$ cat src/rtl/bcd_pkg.sv
// Shared constants and helpers for the
// binary-to-BCD converter.
package bcd_pkg;

  localparam int BCD_DIGIT_W = 4;

  // Number of decimal digits in the value 2^n, i.e. ceil(log10(2^n)).
  // Scaled-integer log10(2) keeps this a constant function.
  function automatic int bcd_digits(input int n);
    longint unsigned p;
    p = 64'(n) * 64'd301029995664;
    return int'(p / 64'd1000000000000) + 1;
  endfunction

endpackage

$ cat src/rtl/bcd_add3.sv
// Double-dabble correction cell:
// add 3 to a nibble of 5 or more.
module bcd_add3 (
  input  logic [3:0] in,
  output logic [3:0] out
);

  assign out = (in >= 4'd5) ? in + 4'd3 : in;

endmodule

$ cat src/rtl/binary_to_bcd.sv
// Unrolled shift-and-add-3 converter
// with a registered packed-BCD output.
module binary_to_bcd
  import bcd_pkg::*;
#(
  parameter int bin = 4,
  parameter int bcd = 8
) (
  input  logic           clk,
  input  logic           reset,
  input  logic [bin-1:0] binary,
  output logic [bcd-1:0] BCD
);

  localparam int ND = bcd_digits(bin);
  localparam int D  = bcd / BCD_DIGIT_W;
  localparam int W  = bcd + bin;

  if (bin < 1) begin : g_chk_bin
    $error("binary_to_bcd: bin must be >= 1");
  end

  if ((bcd % BCD_DIGIT_W) != 0 ||
      bcd < BCD_DIGIT_W * ND) begin : g_chk_bcd
    $error("binary_to_bcd: illegal bcd width");
  end

  logic [W-1:0]   stg [0:bin];
  logic [W-1:0]   adj [0:bin-1];
  logic [bin-1:0] drop;
  logic [bcd-1:0] res;
  logic           unused_bits;

  assign stg[0] = {{bcd{1'b0}}, binary};

  for (genvar i = 0; i < bin; i++) begin : g_it
    assign adj[i][bin-1:0] = stg[i][bin-1:0];
    for (genvar d = 0; d < D; d++) begin : g_dig
      bcd_add3 u_add3 (
        .in  (stg[i][bin+4*d +: 4]),
        .out (adj[i][bin+4*d +: 4])
      );
    end
    assign stg[i+1] = {adj[i][W-2:0], 1'b0};
    assign drop[i]  = adj[i][W-1];
  end

  // Digits beyond the reach of a bin-bit value are tied off.
  for (genvar d = 0; d < D; d++) begin : g_out
    if (d < ND) begin : g_live
      assign res[4*d +: 4] = stg[bin][bin+4*d +: 4];
    end else begin : g_tie
      assign res[4*d +: 4] = 4'd0;
    end
  end

  assign unused_bits = ^{stg[bin], drop};

  always_ff @(posedge clk) begin
    if (reset) BCD <= '0;
    else       BCD <= res;
  end

endmodule

$ cat config.mk
export PLATFORM = sky130hd
export DESIGN_NAME = binary_to_bcd
export DESIGN_NICKNAME = d
export VERILOG_FILES = /design/src/rtl/bcd_pkg.sv /design/src/rtl/bcd_add3.sv /design/src/rtl/binary_to_bcd.sv
export SDC_FILE = /design/constraint.sdc
export NUM_CORES = 1
export LEC_CHECK = 0
export CAP_MARGIN = 20
export CORE_AREA = 10 10 47 49
export CTS_CLUSTER_DIAMETER = 40
export DETAILED_ROUTE_END_ITERATION = 8
export DIE_AREA = 0 0 57 59
export HOLD_SLACK_MARGIN = 0.02
export PLACE_DENSITY = 0.52
export REMOVE_ABC_BUFFERS = 1
export SYNTH_ARGS = -nofsm -noshare
export SYNTH_HDL_FRONTEND = slang
export SYNTH_SLANG_ARGS = --single-unit
$ cat constraint.sdc
create_clock -name clk -period 0.9 [get_ports clk]
set_input_delay 0.18 -clock clk [delete_from_list [all_inputs] [get_ports clk]]
set_output_delay 0.18 -clock clk [all_outputs]
set_load 0.01 [all_outputs]
* Word level (Yosys, flattened, before mapping)
Index checks and enable logic that the tools add are counted.
Cells by class: add/subtract/negate cells 5, magnitude comparators 5, muxes and demuxes 5
Operators with widths (number):
- $ge A4 B3 Y1 const B | 3
- $mux W4 | 3
- $add A4 B2 Y4 const B | 2
- $add A1 B2 Y3 const B | 2
- $ge A1 B3 Y1 const B | 2
- $mux W3 | 2
- $add A3 B2 Y3 const B | 1
Word-level totals: bits in registers 8, input port bits 6, output and inout bits 8

* Longest topological paths before layout
Gate-level depths: netlist of the first run.
depth in word-level cells 6, mapped depth 4

* Cells and area by module
Synthesis of the first run repeated with hierarchy kept, for this count alone.
Second synthesis, totals: cell total of the unflattened synthesis 145, area total of the unflattened synthesis 1024.7 um^2
Modules (own cells, without submodules):
- bcd_add3 | times used 8, cells an instance 16, area an instance 101.3 um^2, sequential area each 0.0 um^2
- binary_to_bcd | times used 1, cells an instance 17, area an instance 214.0 um^2, sequential area each 160.2 um^2

* Worst setup path before layout of the first run
Ideal clock, no wire load.
path kind input -> register, start input binary[2], end register BCD[1], setup time 0.121 ns, arrival 0.871 ns, required time 0.779 ns, setup slack -0.093 ns, cell stages on the path 4, cells stage by stage inv_1 > ha_1 > o21ai_2 > mux2_4
Between the ends: word-level cells in the longest chain between the ends 4, elaborated cells between the ends (all ways) 5, those cells by class add/sub: 1; order compare: 2; mux: 2
Ends and longest elaborated chain:
- start: declaration | RTL line binary_to_bcd.sv:11 | input logic [bin-1:0] binary,
- $add A4 B2 Y4 / $ge A4 B3 Y1 (equally long branches) | RTL line bcd_add3.sv:8 | assign out = (in >= 4'd5) ? in + 4'd3 : in;
- $mux W4 (*) | RTL line bcd_add3.sv:8
- $ge A4 B3 Y1 (*) | RTL line bcd_add3.sv:8
- $mux W4 (*) | RTL line bcd_add3.sv:8
- end signal: assignment | RTL line binary_to_bcd.sv:61 | else BCD <= res;
- end: declaration | RTL line binary_to_bcd.sv:12 | output logic [bcd-1:0] BCD
Every way passes the cells marked *; elsewhere a longest branch is shown, timed or not. A chain may end at the register's enable or synchronous reset.

* Worst setup path after layout of the first run
Ends and elaborated chain as after synthesis.

==> impl_metrics.csv, run 1 <==
group,metric,value,unit
logic_synthesis,yosysTopAreaCell,"dfxtp_1",
clocking,cts_tree,"built",
pwr,power.total,598,uW
layout,multiInputGateArea,135,um2
setup_path,crit_buf_inv,2,
floorplan,die_h,59,um
logic_synthesis,async_flop_share,0,%
logic_synthesis,synth_commonest_cells,"dfxtp_1 (5), buf_4 (3)",
route,wl,485,um
route,drt_pass1_iterations,2,
layout,area_growth,64.6,%
logic_synthesis,synth_edf_count,0,
floorplan,initial_core_util,17.1,%
setup_path,cp-end-kind,"flop",
logic_synthesis,seq_area_frac_synth,41.7,%
global_route,grt_overflow,0,
route,drt-initial-drc-count,1,
setup_path,cp_slowest_stage_delay,0.30,ns
clocking,cts_max_level,1,
setup_path,critPathArrivalTime,1.01,ns
pwr,powerDensity,1510,nW/um2
timing,max_freq,1.13,GHz
route,remaining_drc_errors,0,
route,top_layer_used,"met3",
floorplan,dieArea,3360,um2
pwr,leakagePower,0.197,nW
placement,place_congestion,0.708,
layout,antenna_cells,0,
layout,top_regs,"BCD (5)",
setup_path,crit_path_start_kind,"input port",
clocking,post_cts_buffers,0,
layout,regArea,100,um2
floorplan,ioPinCount,14,
timing,setup_slack,0.0127,ns
timing,setup_tns,0,ns
placement,placed_cells,54,
logic_synthesis,yosysTopAreaCellShare,41.7,%
logic_synthesis,syn_area_per_cell,10.0,um2
timing,fin_crit,0.887,ns
global_route,grt_pass1_wl,786,um
floorplan,core,1400,um2
global_route,grt_max_degree,7,
route,wl_per_cell,8.36,um
logic_synthesis,ys_seq_elements,5,
layout,largest_register,"BCD",
timing,period_share,98.6,%
setup_path,cp_cell_sequence,"clkdlybuf4s15_2 -> inv_2 -> ha_4 -> o21ai_2 -> mux2_4",
placement,dpl_worst_slack,-0.599,ns
route,vias,200,
job,maxCapViolCount,0,
logic_synthesis,syn_inst,24,
clocking,cts_hold_buf,0,
global_route,antenna_found_initial,0,
setup_path,path_depth,5,
route,met1Wirelength,202,um
placement,portBuffers,10,
global_route,first_global_vias,198,
logic_synthesis,post-synth-top-count-cell,"dfxtp_1",
run_status,outcome,"complete, no violations",
timing,rsz0062_at_grt,"no",
timing,setup_viol,0,
logic_synthesis,yosys_warnings,0,
floorplan,die_w,57,um
logic_synthesis,syn-cell-area,240,um2
layout,utilization,28.2,%
global_route,grt_util_all_layers,3.08,%
hold_path,min-delay-path-class,"input port to flop",
setup_path,startpoint,"binary[2]",
layout,final_cells,58,
logic_synthesis,synth_area_leaders,"dfxtp_1 (42%), ha_1 (10%), buf_4 (9.4%)",
layout,largest_reg_flops,5,
logic_synthesis,synth_top_flop_cell,"dfxtp_1",
timing,maxSlewViolCount,0,
setup_path,crit_end,"BCD[1]",
route,met3RoutedLength,66,um
timing,hold_viol,0,
clocking,clockRootBuffer,"clkbuf_4",
clocking,clock_path_buffers,2,
pwr,ir_drop,242,uV
layout,fin_nets,51,
setup_path,crit_family,"multiplexers",
setup_path,cp_data_required_time,1.02,ns
clocking,clk_pin_slew,0.04,ns
clocking,numCtsBuffers,3,
placement,dp_hpwl,407,um
layout,drive_gt1_share,47.6,%
setup_path,cpMaxStageDelayCell,"mux2_4",
setup_path,critPathMaxFanout,2,
layout,n_fill_cell,158,
route,wl_met2,217,um
logic_synthesis,synth_cell_type_count,14,
route,vias_per_cell,3.45,
route,ant_nets,0,
floorplan,floorplan.rows,14,
setup_path,worstSetupPathType,"input port to flop",
clocking,clock_sinks,5,
-- kinds of logic (layout without fill, tap and decap cells) --
| logic type | count (synthesis) | count (layout) | share of synthesized area (%) |
|---|---|---|---|
| AO/OA/AOI/OAI | 5 | 5 | 14.1 |
| adder cells (fa/ha/maj) | 2 | 2 | 10.4 |
| buffers and inverters | 5 | 21 | 12.5 |
| other | 1 | 3 | 1.56 |
| multiplexers | 1 | 1 | 6.25 |
| flip-flops | 5 | 5 | 41.7 |
| AND/OR/NAND/NOR | 5 | 5 | 13.5 |
-- per-stage QoR --
stage	hold WS, ns	area, um2
floorplan	0.252	225
global placement	0.742	383
detailed placement	0.740	383
CTS	0.340	385
global route	0.365	395
finish	0.361	395
-- routing by layer --
metal	global-route usage [%]	up-vias
li1	-	109
met1	3.35	81
met2	3.10	10
met3	1.72	0
met4	5.03	0
met5	0	-
-- final cells by class --
type	instances	area share (%)
Tap cell	16	5.06
Timing Repair Buffer	15	26.9
Sequential cell	5	25.3
Clock buffer	4	6.65
Inverter	2	1.90
Multi-Input combinational cell	16	34.2
-- power by group --
group	total [mW]	internal, mW	switching (mW)
clock	0.251	0.167	0.0838
sequential	0.238	0.236	0.00224
combinational	0.110	0.0586	0.0510
-- layout by cell type (no fill, tap or decap) --
master,synthesis,routed
a21oi_1,2,2
buf_4,3,5
inv_1,2,1
o21bai_1,1,1
a211oi_2,0,1
clkbuf_4,0,3
clkdlybuf4s50_1,0,1
mux2_4,1,1
nor2b_1,2,2
nor3b_1,1,1
and3b_1,1,1
dfxtp_1,5,5
clkbuf_1,0,1
nor2_1,1,1
inv_2,0,1
ha_1,2,1
conb_1,1,3
o21ai_2,1,1
ha_4,0,1
clkbuf_2,0,1
clkdlybuf4s15_2,0,1
dlygate4sd2_1,0,2
buf_2,0,5
-- how the worst min path moves through the flow --
stage	startpoint	to	slack [ns]	depth (start not counted)
2_1_floorplan	reset	BCD[0]	0.25	1
3_3_place_gp	binary[0]	BCD[0]	0.74	2
3_5_place_dp	binary[0]	BCD[0]	0.74	2
4_1_cts	reset	BCD[0]	0.34	2
5_1_grt	reset	BCD[0]	0.37	2
6_report	reset	BCD[0]	0.36	2
-- timing repair --
action / in CTS / in global routing
setup endpoints to repair: 9 / 2
pin swaps: 2 / 2
gates resized for setup: 28 / 4
Note: power is estimated with default switching activity, not from simulation.
==> run 2, diff against run 1 <==
Settings changed: SKIP_LAST_GASP set to 1.
==> results of run 2 <==
Final layout, timing and power as in run 1 (identical DEF).
